<file path="config.mk">
export PLATFORM = sky130hd
export DESIGN_NAME = mem_port_arbiter
export DESIGN_NICKNAME = d
export VERILOG_FILES = /design/src/rtl/mem_arb_pkg.sv /design/src/rtl/mem_port_arbiter_arb_pick.sv /design/src/rtl/mem_port_arbiter.sv
export SDC_FILE = /design/constraint.sdc
export NUM_CORES = 1
export LEC_CHECK = 0
export ABC_AREA = 1
export CAP_MARGIN = 40
export CORE_AREA = 2 2 108 110
export CTS_BUF_LIST = sky130_fd_sc_hd__clkbuf_16
export DETAILED_ROUTE_END_ITERATION = 8
export DIE_AREA = 0 0 110 112
export PLACE_DENSITY = 0.77
export SLEW_MARGIN = 20
export SYNTH_ARGS = -nofsm -noshare
export SYNTH_HDL_FRONTEND = slang
export SYNTH_SLANG_ARGS = --single-unit
</file>
<file path="constraint.sdc">
create_clock -name i_clk -period 2.8 [get_ports i_clk]
set_input_delay 0.28 -clock i_clk [delete_from_list [all_inputs] [get_ports i_clk]]
set_output_delay 0.28 -clock i_clk [all_outputs]
set_load 0.01 [all_outputs]
</file>
<file path="src/rtl/mem_arb_pkg.sv">
// Shared types for the IF/LS memory port arbiter.
// Requester ids double as bit positions in the two-bit request/grant vectors.
package mem_arb_pkg;

  typedef enum logic {
    IDLE,
    WAIT
  } arb_state_e;

  typedef enum logic {
    REQ_IF = 1'b0,
    REQ_LS = 1'b1
  } req_id_e;

  localparam logic [3:0] BE_FULL = 4'hF;

endpackage

</file>
<file path="src/rtl/mem_port_arbiter_arb_pick.sv">
// Winner selection for the IF/LS arbiter, zero latency, one-hot grant out.
// MEM_ARB_RR_EN: ties alternate against the last grant; otherwise LS beats IF.
module arb_pick
  import mem_arb_pkg::*;
(
  input  logic [1:0] req,
`ifdef MEM_ARB_RR_EN
  input  req_id_e    last_gnt,
`endif
  output logic [1:0] gnt
);

  always_comb begin
    gnt = 2'b00;
    if (req[REQ_LS] && req[REQ_IF]) begin
`ifdef MEM_ARB_RR_EN
      if (last_gnt == REQ_LS) begin
        gnt[REQ_IF] = 1'b1;
      end else begin
        gnt[REQ_LS] = 1'b1;
      end
`else
      gnt[REQ_LS] = 1'b1;
`endif
    end else begin
      // A lone requester always wins, whatever the pointer says.
      gnt = req;
    end
  end

endmodule

</file>
<file path="src/rtl/mem_port_arbiter.sv">
// Shares one fixed-latency memory between IF and LS; grant is combinational, completion MEM_LAT+1 cycles later.
// One transaction outstanding, requests stall (no gnt) while busy; MEM_ARB_RR_EN selects round-robin ties.
module mem_port_arbiter
  import mem_arb_pkg::*;
#(
  parameter int ADDR_W  = 32,
  parameter int DATA_W  = 32,
  parameter int MEM_LAT = 1
) (
  input  logic              i_clk,
  input  logic              i_reset,
  input  logic              i_if_req,
  input  logic [ADDR_W-1:0] i_if_addr,
  output logic              o_if_gnt,
  output logic              o_if_rvalid,
  output logic [DATA_W-1:0] o_if_rdata,
  input  logic              i_ls_req,
  input  logic              i_ls_we,
  input  logic [ADDR_W-1:0] i_ls_addr,
  input  logic [DATA_W-1:0] i_ls_wdata,
  input  logic [3:0]        i_ls_be,
  output logic              o_ls_gnt,
  output logic              o_ls_rvalid,
  output logic [DATA_W-1:0] o_ls_rdata,
  output logic              o_mem_req,
  output logic              o_mem_we,
  output logic [ADDR_W-1:0] o_mem_addr,
  output logic [DATA_W-1:0] o_mem_wdata,
  output logic [3:0]        o_mem_be,
  input  logic [DATA_W-1:0] i_mem_rdata,
  output logic              o_busy
);

  localparam int CNT_W = (MEM_LAT > 1) ? $clog2(MEM_LAT) : 1;

  arb_state_e       state;
  logic [CNT_W-1:0] cnt;
  req_id_e          owner;
  logic             owner_we;
`ifdef MEM_ARB_RR_EN
  req_id_e          last_gnt;
`endif

  logic [1:0] req_vec;
  logic [1:0] pick;
  logic [1:0] gnt_vec;
  logic       can_grant;

  assign req_vec = {i_ls_req, i_if_req};

  arb_pick u_arb_pick (
    .req      (req_vec),
`ifdef MEM_ARB_RR_EN
    .last_gnt (last_gnt),
`endif
    .gnt      (pick)
  );

  // Gated with reset so nothing is granted while the block is held in reset.
  assign can_grant = (state == IDLE) && i_reset;
  assign gnt_vec   = can_grant ? pick : 2'b00;

  assign o_if_gnt  = gnt_vec[REQ_IF];
  assign o_ls_gnt  = gnt_vec[REQ_LS];
  assign o_mem_req = |gnt_vec;
  assign o_busy    = (state == WAIT);

  always_comb begin
    o_mem_we    = 1'b0;
    o_mem_addr  = '0;
    o_mem_wdata = '0;
    o_mem_be    = 4'h0;
    if (gnt_vec[REQ_LS]) begin
      o_mem_we    = i_ls_we;
      o_mem_addr  = i_ls_addr;
      o_mem_wdata = i_ls_wdata;
      o_mem_be    = i_ls_be;
    end else if (gnt_vec[REQ_IF]) begin
      o_mem_addr  = i_if_addr;
      o_mem_be    = BE_FULL;
    end
  end

  always_ff @(posedge i_clk or negedge i_reset) begin
    if (!i_reset) begin
      state       <= IDLE;
      cnt         <= '0;
      owner       <= REQ_IF;
      owner_we    <= 1'b0;
      o_if_rvalid <= 1'b0;
      o_if_rdata  <= '0;
      o_ls_rvalid <= 1'b0;
      o_ls_rdata  <= '0;
`ifdef MEM_ARB_RR_EN
      last_gnt    <= REQ_IF;
`endif
    end else begin
      o_if_rvalid <= 1'b0;
      o_ls_rvalid <= 1'b0;
      case (state)
        IDLE: begin
          if (|gnt_vec) begin
            owner    <= gnt_vec[REQ_LS] ? REQ_LS : REQ_IF;
            owner_we <= gnt_vec[REQ_LS] & i_ls_we;
            cnt      <= CNT_W'(MEM_LAT - 1);
            state    <= WAIT;
`ifdef MEM_ARB_RR_EN
            last_gnt <= gnt_vec[REQ_LS] ? REQ_LS : REQ_IF;
`endif
          end
        end
        WAIT: begin
          if (cnt != '0) begin
            cnt <= cnt - 1'b1;
          end else begin
            // Memory data is valid in this cycle; capture it for the owner.
            state <= IDLE;
            if (owner == REQ_LS) begin
              o_ls_rvalid <= 1'b1;
              o_ls_rdata  <= owner_we ? '0 : i_mem_rdata;
            end else begin
              o_if_rvalid <= 1'b1;
              o_if_rdata  <= i_mem_rdata;
            end
          end
        end
        default: state <= IDLE;
      endcase
    end
  end

endmodule

</file>
==> results of run 1 <==
[cell usage in the layout, fill, tap and decap left out, types with 3 or more instances in the layout]
| cell type | Yosys | final |
|---|---|---|
| sky130_fd_sc_hd__clkbuf_16 | 0 | 9 |
| sky130_fd_sc_hd__nand2_1 | 166 | 165 |
| sky130_fd_sc_hd__nand3_1 | 33 | 33 |
| sky130_fd_sc_hd__clkdlybuf4s50_1 | 0 | 274 |
| sky130_fd_sc_hd__nor2_1 | 33 | 33 |
| sky130_fd_sc_hd__dfrtp_1 | 69 | 69 |
| sky130_fd_sc_hd__inv_1 | 78 | 78 |
| sky130_fd_sc_hd__buf_4 | 2 | 7 |
| sky130_fd_sc_hd__o21ai_1 | 5 | 5 |
| sky130_fd_sc_hd__buf_12 | 1 | 3 |
| sky130_fd_sc_hd__o21ai_0 | 64 | 64 |
[registers in the layout, summed over array words and instances, names as in the netlist]
name / flops
o_busy: 1
o_ls_rvalid: 1
o_if_rdata: 32
o_if_rvalid: 1
o_ls_rdata: 32
owner: 1
owner_we: 1
[worst register-to-register path: cells and delay by family, from the launching register on]
family,cells,cell delay [ns]
buf+inv,3,0.47
flops,1,0.43
simple gates,3,0.49
[routing by layer]
metal  routed length, µm  global-route usage (%)
met5                   0                       0
met4                 718                   12.74
met3                1059                   5.152
met2                6862                   37.75
met1                5075                   24.50
[timing repair]
action	4_1_cts	5_1_grt
hold buffers	1	0
endpoints found under the setup margin	0	1
endpoints found under the hold margin	25	0
resized for setup	0	1
[area by class of cell]
class                      count  share of cell area [%]
antenna                        1                 0.03743
clock buffer                   9                   3.369
clock inverter                 7                   1.104
inverter                      79                   4.548
multi-input combinational    304                   19.28
sequential                    69                   25.83
tap                          143                   2.676
timing repair buffer         287                   43.16
[power groups by stage]
stage / clock network (W) / registers [W] / logic [W]
after floorplan: 0 / 0.00157 / 0.000400
after global placement: 0 / 0.00145 / 0.00150
after detailed placement: 0 / 0.00146 / 0.00154
after CTS: 0.00114 / 0.00145 / 0.00154
after global routing: 0.00119 / 0.00148 / 0.00166
final: 0.00111 / 0.00145 / 0.00153
[cells by family (layout without fill, tap and decap cells)]
logic type             count (synthesis)  after routing
AND/OR/NAND/NOR                      235            235
buffers and inverters                110            382
AO/OA/AOI/OAI                         69             69
flip-flops                            69             69
other                                  0              1
[synthesized netlist by cell type]
master | instances | area share (%)
sky130_fd_sc_hd__buf_8 | 2 | 0.86
sky130_fd_sc_hd__nand2_1 | 166 | 18
sky130_fd_sc_hd__buf_12 | 1 | 0.57
sky130_fd_sc_hd__o21ai_1 | 5 | 0.71
sky130_fd_sc_hd__inv_8 | 1 | 0.32
sky130_fd_sc_hd__buf_2 | 11 | 1.6
sky130_fd_sc_hd__nor2_1 | 33 | 3.5
sky130_fd_sc_hd__buf_4 | 2 | 0.43
sky130_fd_sc_hd__or2_1 | 1 | 0.18
sky130_fd_sc_hd__dfrtp_1 | 69 | 49
sky130_fd_sc_hd__buf_6 | 2 | 0.64
sky130_fd_sc_hd__clkbuf_1 | 13 | 1.4
sky130_fd_sc_hd__o21ai_0 | 64 | 9.1
sky130_fd_sc_hd__nand2_2 | 1 | 0.18
sky130_fd_sc_hd__inv_1 | 78 | 8.4
sky130_fd_sc_hd__nand3_1 | 33 | 4.7
sky130_fd_sc_hd__nor2_4 | 1 | 0.32
[through the flow]
stage / area [µm²] / worst slack, ns / util, %
2_1_floorplan: 3503 / 1.304 / -
3_3_place_gp: 6314 / 0.3501 / 56.50
3_5_place_dp: 6369 / 0.2313 / 56.99
4_1_cts: 6678 / 0.1354 / 59.76
5_1_grt: 6683 / 0.1458 / 59.80
6_report: 6685 / 0.3163 / 59.83
[worst max path at each step]
stage	end	from	slack [ns]
after floorplan	o_mem_addr[26]	o_busy	1.30
after global placement	o_mem_addr[27]	i_ls_req	0.35
after detailed placement	o_mem_addr[3]	i_ls_req	0.23
after CTS	o_mem_addr[3]	o_busy	0.14
after global routing	o_mem_wdata[6]	o_busy	0.15
final	o_mem_wdata[3]	o_busy	0.32
==> flow_summary.ini, run 1 <==
[grt]
grt_overflow_total = 0
grt_pass1_wl_um = 20780
grt_start_max_net_pins = 45
grtUsageTotal_pct = 22.04
grt_antenna_before_repair = 1
grt_pass1_vias = 3985

[cells_and_area]
multi_input_comb_area_mm2 = 0.001289
area.sequential_mm2 = 0.001727
syn2layout_area_growth_pct = 90.82
num-fill-cells = 1000
post_layout_nonfiller_instances = 899
number_of_nets_at_the_end_of_the_flow = 887
layout-drive-gt1-share_pct = 4.238

[pwr]
power.share.combinational_pct = 37.4
power_leakage_nw = 3.239
irDropWorstVdd_mv = 0.4171
sw_frac_of_total_pct = 30.24
p_per_area_mw_per_mm2 = 611.0
power_frac_seq_pct = 35.4
net-switching-power_w = 0.001235
power.internal_w = 0.002849
power.clock.fraction_pct = 27.3
totalPowerFinal_w = 0.004085

[critical_path]
critical_path_peak_fanout = 32
max_stage_delay_ns = 0.62
cell_at_the_slowest_stage_of_the_critical_path = sky130_fd_sc_hd__clkdlybuf4s50_1
worst-path-buf-inv = 2
critical-path-top-delay-family = buffers and inverters
timing.critical_path.arrival_ns = 2.20
rrSetupSlack_ns = 1.29
timing.rr.start = o_busy
critPathCaptureType = primary output
timing.critical_path.from_type = register
cp_num_cells = 5
worstReg2RegEnd = o_if_rdata[23]
crit_chain = nor2_4, nand2_1, buf_12, nor2_1, clkdlybuf4s50_1
worst-endpoint-required_ns = 2.52
worst-r2r-cell-count = 6
critical_path_class = reg -> out

[flow_run]
drv_cap = 0

[placement]
port_buffers = 275
gp_congestion = 0.9704
detailed_place_hpwl_um = 11050
number_of_placed_instances_taps_included = 881

[cts]
clkSinkCount = 69
cts_root_buffer = sky130_fd_sc_hd__clkbuf_16
clkLatencyLatePin_ns = 0.32
clk_transition_reported_paths_ns = 0.05
cts_max_path_buffers = 2
htree_levels = 3
cts_made_buffers = 9
cts_post_setup_buffers_inserted = 0
cts_tree = done

[die]
die_height_um = 112
design.core.area_mm2 = 0.01117
die-width_um = 110
row_count = 39
floorplan.initialDensity_pct = 31.35
dieArea_mm2 = 0.01232
io_pins = 276

[yosys]
netlist_area_mm2 = 0.003503
synthCells = 483
netlist-cell-type-count = 17
synth_simple_gate_area_share_pct = 26.71
postSynthNetCount = 620
yosysWarnings = 0
post_synth_mux_area_share_pct = 0
synth_area_in_xor_xnor_pct = 0
synth_seq_cells = 69
share_of_the_synthesized_area_in_compound_gates_ao_oa_aoi_oai_pct = 9.857
combinational_family_with_the_most_area_after_synthesis = simple AND/OR/NAND/NOR gates
synth.yosys.seq_area_share_pct = 49.29
synth.avg_cell_area_um2 = 7.253
synth_adder_area_share_pct = 0

[sta]
report.final.hold_viol_count = 0
tns_ns = 0
final.period_utilization_pct = 88.70
report.final.slew_viol_count = 0
finalSetupViolCount = 0
worstMarginPinSlew_ns = 0.4504
hold-worst-slack_ns = 0.4701
finalWorstPathRequiredPeriod_ns = 2.484
grt_setup_unrepaired = false
finalClockSkew_ns = 0.007724
fmax_ghz = 0.4026
relSlewSlack_pct = 69.87

[routing]
route.vias.total = 4074
drtPass1Iterations = 5
number_of_drc_markers_in_iteration_0 = 268
drt-wirelength-per-cell_um = 15.26
remaining_drcs = 0
final_antenna_net_count = 0
finalWirelength_um = 13720
routed_vias_inst = 4.532

[worst_hold_path]
min-delay-start = owner_we
worst_min_path_class = reg -> reg
hold_path_end = owner_we
worst_hold_path.num_cells = 2

[run_status]
result_of_the_run = complete, no violations
No activity file was read; power rests on OpenSTA's default activity.
==> inputs of run 2 (changes only) <==
--- a/config.mk
+++ b/config.mk
@@ -8,7 +8,7 @@
 export ABC_AREA = 1
 export CAP_MARGIN = 40
 export CORE_AREA = 2 2 108 110
-export CTS_BUF_LIST = sky130_fd_sc_hd__clkbuf_16
+export CTS_BUF_LIST = sky130_fd_sc_hd__clkbuf_4 sky130_fd_sc_hd__clkbuf_8 sky130_fd_sc_hd__clkbuf_16
 export DETAILED_ROUTE_END_ITERATION = 8
 export DIE_AREA = 0 0 110 112
 export PLACE_DENSITY = 0.77
==> results of run 2 <==
Same layout as run 1: the final DEF is identical, and so are final timing and power.
==> inputs of run 3 (changes only) <==
--- a/config.mk
+++ b/config.mk
@@ -6,7 +6,7 @@
 export NUM_CORES = 1
 export LEC_CHECK = 0
 export ABC_AREA = 1
-export CAP_MARGIN = 40
+export CAP_MARGIN = 0
 export CORE_AREA = 2 2 108 110
 export CTS_BUF_LIST = sky130_fd_sc_hd__clkbuf_4 sky130_fd_sc_hd__clkbuf_8 sky130_fd_sc_hd__clkbuf_16
 export DETAILED_ROUTE_END_ITERATION = 8
==> constraint.sdc (replaced) <==
create_clock -name i_clk -period 2.8 [get_ports i_clk]
set_input_delay 0.56 -clock i_clk [delete_from_list [all_inputs] [get_ports i_clk]]
set_output_delay 0.56 -clock i_clk [all_outputs]
set_load 0.01 [all_outputs]
==> run 3 against run 2 <==
Non-clock buffer count unchanged; combinational power about the same; worst hold slack worse by 0.0093 ns; critical endpoint is now o_mem_addr[24]; highest routed layer unchanged.
==> flow_summary.ini, run 3 (same netlist as run 1, synthesis figures left out) <==
[critical_path]
critical_path_peak_fanout = 5
timing.critical_path.from_type = input pin
critPathCaptureType = primary output
critical_path_class = in -> out
timing.critical_path.arrival_ns = 2.16
worstSetupStartpoint = i_if_req
worst-endpoint-required_ns = 2.24
timing.rr.start = o_busy

[routing]
number_of_drc_markers_in_iteration_0 = 212
remaining_drcs = 0
drtPass1Iterations = 4
route.vias.total = 4174
drt-wirelength-per-cell_um = 15.62
final_antenna_net_count = 0
finalWirelength_um = 14040
routed_vias_inst = 4.643

[cts]
clkSinkCount = 69
cts_hold_buf = 0
clk_transition_reported_paths_ns = 0.06
htree_levels = 3
clkLatencyLatePin_ns = 0.33
cts_post_setup_buffers_inserted = 0
cts_max_path_buffers = 2
cts_made_buffers = 9
cts_root_buffer = sky130_fd_sc_hd__clkbuf_16
cts_tree = done

[placement]
port_buffers = 275
gp_congestion = 0.9601
detailed_place_hpwl_um = 10930
number_of_placed_instances_taps_included = 882

[cells_and_area]
number_of_nets_at_the_end_of_the_flow = 887
multi_input_comb_area_mm2 = 0.001291
num-fill-cells = 986
post_layout_nonfiller_instances = 899
area.sequential_mm2 = 0.001727
largest_registers = o_if_rdata (32), o_ls_rdata (32)
post-route-util_pct = 60.30
layout-drive-gt1-share_pct = 4.503
final_cell_mix = sky130_fd_sc_hd__clkdlybuf4s50_1, sky130_fd_sc_hd__nand2_1, sky130_fd_sc_hd__inv_1, sky130_fd_sc_hd__dfrtp_1, sky130_fd_sc_hd__o21ai_0
layout_commonest_cell = sky130_fd_sc_hd__clkdlybuf4s50_1
syn2layout_area_growth_pct = 92.32

[pwr]
irDropWorstVdd_mv = 0.3976
power_leakage_nw = 3.692
p_per_area_mw_per_mm2 = 607.7

[worst_hold_path]
worst_min_path_class = in -> async

[sta]
relSlewSlack_pct = 41.36
report.final.slew_viol_count = 0
final.period_utilization_pct = 97.26
fmax_ghz = 0.3672
finalSetupViolCount = 0
report.final.hold_viol_count = 0
finalWorstPathRequiredPeriod_ns = 2.723
finalClockSkew_ns = 0.007413
grt_setup_unrepaired = false
worstMarginPinSlew_ns = 0.8796

[die]
die-width_um = 110
row_count = 39
dieArea_mm2 = 0.01232
floorplan.initialDensity_pct = 31.35
die_height_um = 112
io_pins = 276
design.core.area_mm2 = 0.01117

[grt]
grt_pass1_wl_um = 21490
grt_start_max_net_pins = 70
grtUsageTotal_pct = 22.85
grt_antenna_before_repair = 1
grt_overflow_total = 0
grt_pass1_vias = 4065

[flow_run]
drv_cap = 0

[run_status]
result_of_the_run = complete, no violations
[run 3: stage by stage]
step	setup TNS, ns	power, W	hold WS (ns)	cell area (µm²)	worst slack [ns]
finish	0	0.004095	0.4607	6738	0.07682
global route	0	0.004340	0.4863	6735	0.0006604
CTS	0	0.004146	0.4746	6658	0.0005271
detailed placement	-0.04890	0.002994	0.4604	6356	-0.02964
global placement	-0.04334	0.002955	0.4560	6356	-0.03147
floorplan	0	0.001973	0.2644	3503	0.8413
[run 3: final timing paths]
kind	endpoint	depth (start not counted)	slack (ns)
max	o_mem_addr[24]	7	0.08
min	owner	2	0.46
max reg2reg	o_if_rdata[19]	5	1.02
min reg2reg	owner_we	2	0.47
max in group asynchronous	o_ls_rdata[23]	2	1.78
min in group i_clk	owner_we	2	0.47
[run 3: timing repair]
item	CTS	global route
endpoints found under the setup margin	3	33
pin swaps	0	0
resized for setup	4	29
[run 3: critical path: stages]
cell                              delay (ns)
sky130_fd_sc_hd__clkdlybuf4s50_1        0.48
sky130_fd_sc_hd__inv_1                  0.05
sky130_fd_sc_hd__nor2_2                 0.09
sky130_fd_sc_hd__nand2_2                0.08
sky130_fd_sc_hd__buf_4                  0.17
sky130_fd_sc_hd__o21ai_0                0.15
sky130_fd_sc_hd__clkdlybuf4s50_1        0.58
[run 3: layout make-up]
type / instances / share of cell area (%)
inverters: 79 / 4.513
repair buffers: 287 / 43.53
clock buffers: 12 / 3.770
multi-input cells: 304 / 19.16
flip-flops and latches: 69 / 25.63
clock inverters: 4 / 0.7057
well taps: 143 / 2.656
diodes: 1 / 0.03714
[run 3: per-layer routing]
metal	GRT usage [%]	share of wire (%)	up-vias	wire length, µm
li1	-	-	1990	-
met1	25.57	38	1961	5274
met2	39.92	51	189	7199
met3	6.616	7.6	34	1069
met4	9.451	3.6	0	499
met5	0	0	-	0
[run 3: power breakdown]
group | total (W) | switching [W] | internal (W)
clock network | 0.00114 | 0.000405 | 0.000730
logic | 0.00151 | 0.000648 | 0.000864
registers | 0.00145 | 0.000167 | 0.00128
total | 0.00409 | 0.00122 | 0.00287
